**src/rtl/demux_1x8_dispatch_if.sv**
```systemverilog
// Handshake bundle between the upstream producer, the round-robin dispatcher
// and the 8 downstream consumers.
// Optional macro DEMUX_XFER_CNT_EN adds the per-channel xfer_cnt bus.
interface demux_1x8_dispatch_if #(
  parameter int WIDTH = 8
`ifdef DEMUX_XFER_CNT_EN
  , parameter int CNT_W = 16
`endif
);
  logic [7:0]       chan_en;
  logic             in_valid;
  logic             in_ready;
  logic [WIDTH-1:0] in_data;
  logic [2:0]       sel;
  logic [7:0]       out_valid;
  logic [7:0]       out_ready;
  logic [WIDTH-1:0] out_data;
  logic             busy;
`ifdef DEMUX_XFER_CNT_EN
  logic [8*CNT_W-1:0] xfer_cnt;

  // environment side: drives upstream word and consumer readies
  modport master (
    output chan_en, in_valid, in_data, out_ready,
    input  in_ready, sel, out_valid, out_data, busy, xfer_cnt
  );
  // dispatcher side
  modport slave (
    input  chan_en, in_valid, in_data, out_ready,
    output in_ready, sel, out_valid, out_data, busy, xfer_cnt
  );
`else
  // environment side: drives upstream word and consumer readies
  modport master (
    output chan_en, in_valid, in_data, out_ready,
    input  in_ready, sel, out_valid, out_data, busy
  );
  // dispatcher side
  modport slave (
    input  chan_en, in_valid, in_data, out_ready,
    output in_ready, sel, out_valid, out_data, busy
  );
`endif
endinterface

```
**src/rtl/demux_1x8_dispatch.sv**
```systemverilog
// Round-robin 1x8 dispatcher: holds one word, picks the next enabled channel
// starting at the round-robin pointer, and handshakes with that consumer.
// Optional macro DEMUX_XFER_CNT_EN adds saturating per-channel delivery counters.

`ifdef DEMUX_XFER_CNT_EN
// One saturating delivery counter per channel.
module demux_1x8_dispatch_cnt_lane #(
  parameter int CNT_W = 16
) (
  input  logic             clk,
  input  logic             rst,
  input  logic             inc_i,
  output logic [CNT_W-1:0] cnt_o
);
  logic [CNT_W-1:0] cnt_q, cnt_d;

  // increment on delivery, stick at all-ones
  always_comb begin
    cnt_d = cnt_q;
    if (inc_i && (cnt_q != '1)) cnt_d = cnt_q + CNT_W'(1);
  end

  // counter register, cleared only by reset
  always_ff @(posedge clk or posedge rst) begin
    if (rst) cnt_q <= '0;
    else     cnt_q <= cnt_d;
  end

  assign cnt_o = cnt_q;
endmodule
`endif

module demux_1x8_dispatch #(
  parameter int WIDTH = 8
`ifdef DEMUX_XFER_CNT_EN
  , parameter int CNT_W = 16
`endif
) (
  input  logic                 clk,
  input  logic                 rst,
  demux_1x8_dispatch_if.slave  bus
);
  localparam int NUM_LANES = 8;

  typedef enum logic [1:0] {
    IDLE = 2'b01,
    SEND = 2'b10
  } state_t;

  state_t           state_q, state_d;
  logic [2:0]       sel_q, sel_d;
  logic [2:0]       ptr_q, ptr_d;
  logic [WIDTH-1:0] data_q, data_d;

  logic             any_en;
  logic [2:0]       base;
  logic [15:0]      rot_full;
  logic [7:0]       rot;
  logic [2:0]       off;
  logic [2:0]       nxt;
  logic             xfer;
  logic             in_ready;
  logic [7:0]       out_valid;
  logic             busy;

  assign any_en = |bus.chan_en;

  // after a delivery in SEND the search restarts just past the served channel,
  // which is exactly where ptr will land on the same edge
  assign base = (state_q == SEND) ? (sel_q + 3'd1) : ptr_q;

  // rotate the enable mask so that bit 0 is the search start, then take the
  // lowest set bit; nxt is only used when any_en is set
  always_comb begin
    rot_full = {bus.chan_en, bus.chan_en} >> base;
    rot      = rot_full[7:0];
    off      = 3'd0;
    for (int k = NUM_LANES - 1; k >= 0; k--) begin
      if (rot[k]) off = 3'(k);
    end
    nxt = base + off;
  end

  // next-state and handshake outputs
  always_comb begin
    state_d   = state_q;
    sel_d     = sel_q;
    ptr_d     = ptr_q;
    data_d    = data_q;
    in_ready  = 1'b0;
    out_valid = 8'h00;
    busy      = 1'b0;
    xfer      = 1'b0;
    case (state_q)
      IDLE: begin
        in_ready = any_en;
        if (bus.in_valid && any_en) begin
          data_d  = bus.in_data;
          sel_d   = nxt;
          state_d = SEND;
        end
      end
      SEND: begin
        out_valid = 8'h01 << sel_q;
        busy      = 1'b1;
        // only the selected consumer's ready matters
        xfer      = bus.out_ready[sel_q];
        in_ready  = xfer & any_en;
        if (xfer) begin
          ptr_d = sel_q + 3'd1;
          if (bus.in_valid && any_en) begin
            data_d = bus.in_data;
            sel_d  = nxt;
          end else begin
            state_d = IDLE;
          end
        end
      end
      default: state_d = IDLE;
    endcase
  end

  // state, select, pointer and held word
  always_ff @(posedge clk or posedge rst) begin
    if (rst) begin
      state_q <= IDLE;
      sel_q   <= 3'd0;
      ptr_q   <= 3'd0;
      data_q  <= '0;
    end else begin
      state_q <= state_d;
      sel_q   <= sel_d;
      ptr_q   <= ptr_d;
      data_q  <= data_d;
    end
  end

  assign bus.in_ready  = in_ready;
  assign bus.out_valid = out_valid;
  assign bus.busy      = busy;
  assign bus.sel       = sel_q;
  assign bus.out_data  = data_q;

`ifdef DEMUX_XFER_CNT_EN
  logic [NUM_LANES-1:0][CNT_W-1:0] cnt;

  for (genvar i = 0; i < NUM_LANES; i++) begin : g_cnt
    demux_1x8_dispatch_cnt_lane #(.CNT_W(CNT_W)) u_lane (
      .clk   (clk),
      .rst   (rst),
      .inc_i (xfer && (sel_q == 3'(i))),
      .cnt_o (cnt[i])
    );
  end

  assign bus.xfer_cnt = cnt;
`endif
endmodule

```
**src/flat_wrapper.sv**
```systemverilog
// flat-port wrapper written by rule: the top's interface ports become plain ports
module demux_1x8_dispatch_flat 
#(
  parameter int WIDTH = 8

)
  (clk, rst, bus_chan_en, bus_in_valid, bus_in_data, bus_out_ready, bus_in_ready, bus_sel, bus_out_valid, bus_out_data, bus_busy);
  demux_1x8_dispatch_if #(.WIDTH(WIDTH)) bus_i ();
  input  logic clk;
  input  logic rst;
  input wire logic [$bits(bus_i.chan_en)-1:0] bus_chan_en;
  input wire logic [$bits(bus_i.in_valid)-1:0] bus_in_valid;
  input wire logic [$bits(bus_i.in_data)-1:0] bus_in_data;
  input wire logic [$bits(bus_i.out_ready)-1:0] bus_out_ready;
  output wire logic [$bits(bus_i.in_ready)-1:0] bus_in_ready;
  output wire logic [$bits(bus_i.sel)-1:0] bus_sel;
  output wire logic [$bits(bus_i.out_valid)-1:0] bus_out_valid;
  output wire logic [$bits(bus_i.out_data)-1:0] bus_out_data;
  output wire logic [$bits(bus_i.busy)-1:0] bus_busy;
  assign bus_i.chan_en = bus_chan_en;
  assign bus_i.in_valid = bus_in_valid;
  assign bus_i.in_data = bus_in_data;
  assign bus_i.out_ready = bus_out_ready;
  assign bus_in_ready = bus_i.in_ready;
  assign bus_sel = bus_i.sel;
  assign bus_out_valid = bus_i.out_valid;
  assign bus_out_data = bus_i.out_data;
  assign bus_busy = bus_i.busy;
  demux_1x8_dispatch #(.WIDTH(WIDTH)) u_core (.clk(clk), .rst(rst), .bus(bus_i));
endmodule
```
**config.mk**
```make
export PLATFORM = sky130hd
export DESIGN_NAME = demux_1x8_dispatch_flat
export DESIGN_NICKNAME = d
export VERILOG_FILES = /design/src/rtl/demux_1x8_dispatch_if.sv /design/src/rtl/demux_1x8_dispatch.sv /design/src/flat_wrapper.sv
export SDC_FILE = /design/constraint.sdc
export NUM_CORES = 1
export LEC_CHECK = 0
export ABC_AREA = 1
export CORE_ASPECT_RATIO = 1.4
export CORE_MARGIN = 1.5
export CORE_UTILIZATION = 30
export DETAILED_ROUTE_END_ITERATION = 8
export GPL_TIMING_DRIVEN = 1
export PLACE_DENSITY = 0.65
export SYNTH_ARGS = -nofsm -noshare
export SYNTH_HDL_FRONTEND = slang
export SYNTH_SLANG_ARGS = --single-unit
export TNS_END_PERCENT = 20
```
**constraint.sdc**
```tcl
create_clock -name clk -period 5.75 [get_ports clk]
set_input_delay 0.8625 -clock clk [delete_from_list [all_inputs] [get_ports clk]]
set_output_delay 0.8625 -clock clk [all_outputs]
set_load 0.05 [all_outputs]
```
==> results of run 1 <==
==> path summary, 6_finish.rpt <==
kind	slack (ns)	end	cells past startpoint	start
worst max-delay path	1.90	bus_in_ready	7	bus_out_ready[2]
worst min-delay path	0.47	u_core.state_q[0]$_DFFE_PP1P_	2	u_core.state_q[0]$_DFFE_PP1P_
worst max register to register	2.30	u_core.bus.sel[2]$_DFFE_PP0P_	19	u_core.bus.sel[0]$_DFFE_PP0P_
worst min register to register	0.47	u_core.state_q[0]$_DFFE_PP1P_	2	u_core.state_q[0]$_DFFE_PP1P_
max in group asynchronous	4.37	u_core.ptr_q[0]$_DFFE_PP0P_	2	rst
min in group asynchronous	0.99	u_core.bus.out_data[7]$_DFFE_PP0P_	2	rst
==> stage by stage <==
stage	setup slack [ns]	area, um^2	util [%]	cells
finish	1.899	2235	41.04	358
floorplan	2.423	1679	-	243
global placement	1.933	2190	40.21	354
detailed placement	1.919	2190	40.21	354
global route	1.728	2235	41.04	358
CTS	1.905	2235	41.04	358
==> registers in the layout, summed over array words and instances, names as in the netlist <==
signal / flops
u_core.ptr_q: 3
u_core.bus.sel: 3
u_core.state_q: 2
u_core.bus.out_data: 8
==> layer usage <==
layer  global-route usage [%]  wire length (um)
met3                   0.9913               158
met5                        0                 0
met1                    18.62              1799
met2                    25.25              2118
met4                    2.551                 0
==> Yosys cell counts, types with 2 or more instances <==
cell type / n
dfrtp_1: 15
nand3_2: 3
o221ai_1: 2
inv_2: 4
nor4_1: 2
o21ai_1: 2
nor2_1: 11
nand2_4: 7
o21ai_4: 2
nand2_2: 12
nand2_8: 2
nand3_1: 30
o21a_1: 2
buf_6: 4
o21ai_2: 2
a21oi_1: 3
nand2_1: 85
o21ai_0: 7
inv_1: 27
ha_1: 10
nor2_4: 2
==> cells in the final DEF (no fill, tap or decap), drive strengths merged <==
cell,Yosys,layout
inv,32,32
clkbuf,0,4
clkdlybuf4s50,0,47
dfrtp,15,15
nor2,14,14
nor4,2,2
nand2,106,106
nand3,34,34
o21a,2,2
xor2,1,1
a21oi,3,3
o21bai,1,1
ha,10,10
o21ai,13,13
a21boi,1,1
o221ai,2,2
fa,1,1
dfstp,1,1
nor3,1,1
==> layout make-up <==
type | count | area share [%]
well taps | 68 | 3.807
clock buffers | 4 | 2.016
inverters | 32 | 5.487
repair buffers | 47 | 21.05
flip-flops and latches | 16 | 17.97
multi-input cells | 191 | 49.66
==> cell families (layout without fill, tap and decap cells) <==
| family | count (synthesis) | in the layout | synth area share (%) |
|---|---|---|---|
| AOI/OAI and AO/OA | 22 | 22 | 9.389 |
| adders and majority gates | 11 | 11 | 8.644 |
| buffers and inverters | 36 | 83 | 9.985 |
| DFF | 16 | 16 | 23.92 |
| xor gates and xnor gates | 1 | 1 | 0.5217 |
| and+or+nand+nor | 157 | 157 | 47.54 |
==> tightest hold or removal path: cells and delay by family (launching register included) <==
| kind | cells | cell delay, ns |
|---|---|---|
| DFF | 1 | 0.37 |
| and+or+nand+nor | 2 | 0.10 |
==> impl_metrics.csv, run 1 <==
group,metric,value,unit
drt,wl_per_cell,11.39,um
grt,grt_pass1_wl,6955,um
clock_network,cts_buffers,3,
setup_path,path_common_cell,"clkdlybuf4s50_1",
final_layout,nets,329,
place,io_buffers,47,
worst_hold_path,hp-class,"reg -> reg",
final_layout,multiInputGateArea,1110,um^2
grt,grt_max_degree,17,
setup_path,crit_chain,"clkdlybuf4s50_1 -> o21ai_0 -> o221ai_1 -> nand2_1 -> nor2_1 -> o21a_1 -> clkdlybuf4s50_1",
die,core-area,5445,um^2
synth,ys_ff_latch,16,
drt,dr.pass1.iters,4,
synth,yosys.area.top_type,"dfrtp_1",
drt,ant_nets,0,
setup_path,cp_num_buf_inv,2,
synth,netlist_top_cells_area,"dfrtp_1, nand2_1, nand3_1",
sta,finalSetupViolCount,0,
drt,drtIter0Drc,77,
sta,fin_crit,3.851,ns
setup_path,slowest_delay,0.80,ns
sta,fin_skew,0.002157,ns
final_layout,drive_above_1_share,14.14,%
sta,tns,0,ns
clock_network,clockBufferDepth,2,
grt,grtUsageTotal,14.20,%
clock_network,cts_resized,0,
setup_path,crit_path_start_kind,"primary input",
synth,async_flop_share,100.0,%
synth,syn_area,1679,um^2
grt,antenna_found_initial,0,
synth,syn-num-nets,281,
clock_network,cts.sinks,16,
sta,max_freq,0.2596,GHz
synth,yosys_most_used_dff,"dfrtp_1",
die,io_pins,48,
place,place_hpwl,3313,um
clock_network,post_cts_buffers,0,
grt,overflow,0,
sta,finalCritPeriodShare,66.98,%
synth,synth.distinct_cells,30,
clock_network,htreeDepth,1,
die,initial_core_util,30.84,%
drt,viasPerCell,4.514,
final_layout,n_fill_cell,600,
final_layout,syn_to_final_growth,33.08,%
setup_path,critPathMaxFanout,7,
die,dieHeight,91.52,um
die,die-area,6061,um^2
clock_network,cts_tree,"yes",
clock_network,clkLatencyLatePin,0.24,ns
synth,ys_seq_area_share,23.92,%
sta,slew_violations,0,
sta,hold_ws,0.4698,ns
synth,synth_cells,243,
synth,syn_avg_cell_area,6.910,um^2
grt,grt_pass1_vias,1541,
setup_path,cp.arrival,2.99,ns
run_status,status,"complete, no violations",
sta,finalHoldViolations,0,
place,place.gp.congestion,0.8649,
setup_path,critPathSlowestCell,"clkdlybuf4s50_1",
final_layout,diodes,0,
clock_network,path_clk_slew,0.06,ns
setup_path,worst-endpoint-required,4.89,ns
drt,drt-total-wl,4076,um
drt,route.detailed.drc,0,
setup_path,crit_path_end_kind,"primary output",
synth,ys_warn_count,0,
flow_run,maxCapViolCount,0,
die,die_x,66.23,um
final_layout,regArea,401.6,um^2
sta,max-slew-margin-rel,57.91,%
sta,tightest_slew,0.6313,ns
clock_network,holdBufCountCts,0,
sta,rsz0062_at_grt,"false",
drt,vias,1616,
clock_network,root_buffer,"clkbuf_8",
die,rows,32,
setup_path,cp_top_family,"buffers and inverters",
synth,synth_top_area_share,22.35,%
setup_path,worstSetupPathType,"in -> out",
synth,synth-edff-count,0,
Power of run 1 is not shown: default switching activity piles up to over one toggle a cycle in this logic, so the estimate is an artifact.
==> inputs of run 2 (changes only) <==
Clock period 5.75 ns to 3.8 ns, I/O delays scaled along.
==> impl_metrics.csv, run 2 (same netlist as run 1, synthesis figures left out) <==
group,metric,value,unit
run_status,status,"complete, no violations",
die,core-area,5445,um^2
die,rows,32,
setup_path,worstSetupPathType,"reg -> reg",
clock_network,cts_buffers,3,
grt,grtUsageTotal,15.13,%
grt,grt_pass1_vias,1661,
final_layout,multiInputGateArea,1110,um^2
sta,slew_violations,0,
clock_network,clkLatencyLatePin,0.25,ns
drt,vias,1721,
clock_network,holdBufCountCts,0,
drt,viasPerCell,4.781,
worst_hold_path,hp-start,"u_core.state_q[0]$_DFFE_PP1P_",
final_layout,diodes,0,
sta,max-slew-margin-rel,57.84,%
sta,tns,0,ns
die,initial_core_util,30.84,%
clock_network,post_cts_buffers,0,
grt,grt_pass1_wl,7258,um
sta,fin_skew,0.003561,ns
drt,wl_met3,180,um
final_layout,stdcell_area,2260,um^2
drt,met1_length,1786,um
sta,finalCritPeriodShare,89.36,%
clock_network,root_buffer,"clkbuf_8",
die,die-area,6061,um^2
drt,drtIter0Drc,99,
clock_network,cts_tree,"yes",
final_layout,post-route-util,41.50,%
setup_path,crit_path_end_kind,"flop",
place,place_hpwl,3505,um
sta,finalSetupViolCount,0,
setup_path,cp-startpoint,"u_core.bus.sel[0]$_DFFE_PP0P_",
drt,route.met2.wl,2281,um
die,dieHeight,91.52,um
final_layout,regArea,401.6,um^2
sta,tightest_slew,0.6323,ns
drt,ant_nets,0,
setup_path,critPathMaxFanout,11,
drt,wl_per_cell,12.04,um
final_layout,syn_to_final_growth,34.58,%
die,die_x,66.23,um
grt,overflow,0,
clock_network,cts_resized,0,
clock_network,htreeDepth,1,
final_layout,final_cell_mix,"nand2_1, clkdlybuf4s50_1, nand3_1",
sta,max_freq,0.2945,GHz
setup_path,crit_path_start_kind,"flop",
clock_network,path_clk_slew,0.07,ns
flow_run,maxCapViolCount,0,
sta,setup_ws,0.4043,ns
setup_path,cp.arrival,3.54,ns
place,pre_cts_ws,0.4176,ns
setup_path,r2r-start,"u_core.bus.sel[0]$_DFFE_PP0P_",
setup_path,worst-endpoint-required,3.94,ns
place,place.gp.congestion,0.8933,
place,placed_area,2205,um^2
final_layout,final_common_cell,"nand2_1",
final_layout,drive_above_1_share,15.07,%
final_layout,nets,331,
clock_network,clockBufferDepth,2,
grt,grt_max_degree,17,
sta,finalHoldViolations,0,
clock_network,cts.sinks,16,
die,io_pins,48,
drt,drt-total-wl,4335,um
drt,highest_layer,"met4",
worst_hold_path,hp-class,"reg -> reg",
sta,fin_crit,3.396,ns
final_layout,largest_reg_flops,8,
place,io_buffers,47,
grt,antenna_found_initial,0,
sta,rsz0062_at_grt,"false",
final_layout,n_fill_cell,594,
drt,route.detailed.drc,0,
drt,dr.pass1.iters,4,
run 2: per-stage QoR:
stage / std cells / hold slack (ns)
final: 360 / 0.4751
after detailed placement: 356 / 0.4689
after global routing: 360 / 0.5000
after floorplan: 243 / 0.4516
after global placement: 356 / 0.4665
after CTS: 360 / 0.4782
run 2: worst paths after layout:
path / to / cells past startpoint / slack, ns
max: u_core.bus.sel[2]$_DFFE_PP0P_ / 19 / 0.40
min: u_core.state_q[0]$_DFFE_PP1P_ / 2 / 0.48
max reg2reg: u_core.bus.sel[2]$_DFFE_PP0P_ / 19 / 0.40
min reg2reg: u_core.state_q[0]$_DFFE_PP1P_ / 2 / 0.48
max in group asynchronous: u_core.bus.sel[2]$_DFFE_PP0P_ / 2 / 2.71
min in group asynchronous: u_core.bus.out_data[4]$_DFFE_PP0P_ / 2 / 0.69
run 2: layout make-up:
class | instances | share of cell area, %
Inverter | 32 | 5.426
Timing Repair Buffer | 49 | 21.48
Tap cell | 68 | 3.765
Multi-Input combinational cell | 191 | 49.11
Clock buffer | 4 | 2.436
Sequential cell | 16 | 17.77
run 2: critical path: stages (launching register included):
cell,delay [ns]
dfrtp_1,0.49
ha_1,0.27
ha_1,0.31
o21ai_2,0.45
inv_2,0.16
nand3_1,0.12
nand2_1,0.10
inv_1,0.06
nand2_1,0.05
nand2_1,0.05
nand2_1,0.05
a21oi_1,0.14
ha_1,0.16
inv_1,0.04
fa_1,0.37
xor2_1,0.18
inv_1,0.08
nand3_1,0.07
nand3_1,0.08
nand2_1,0.05
run 2: routing by layer:
layer  vias to the layer above  track usage, %
li1                        867               -
met1                       792           16.86
met2                        50           28.42
met3                        12           1.983
met4                         0           4.932
met5                         -               0
Power of run 2 is left out for the same reason.
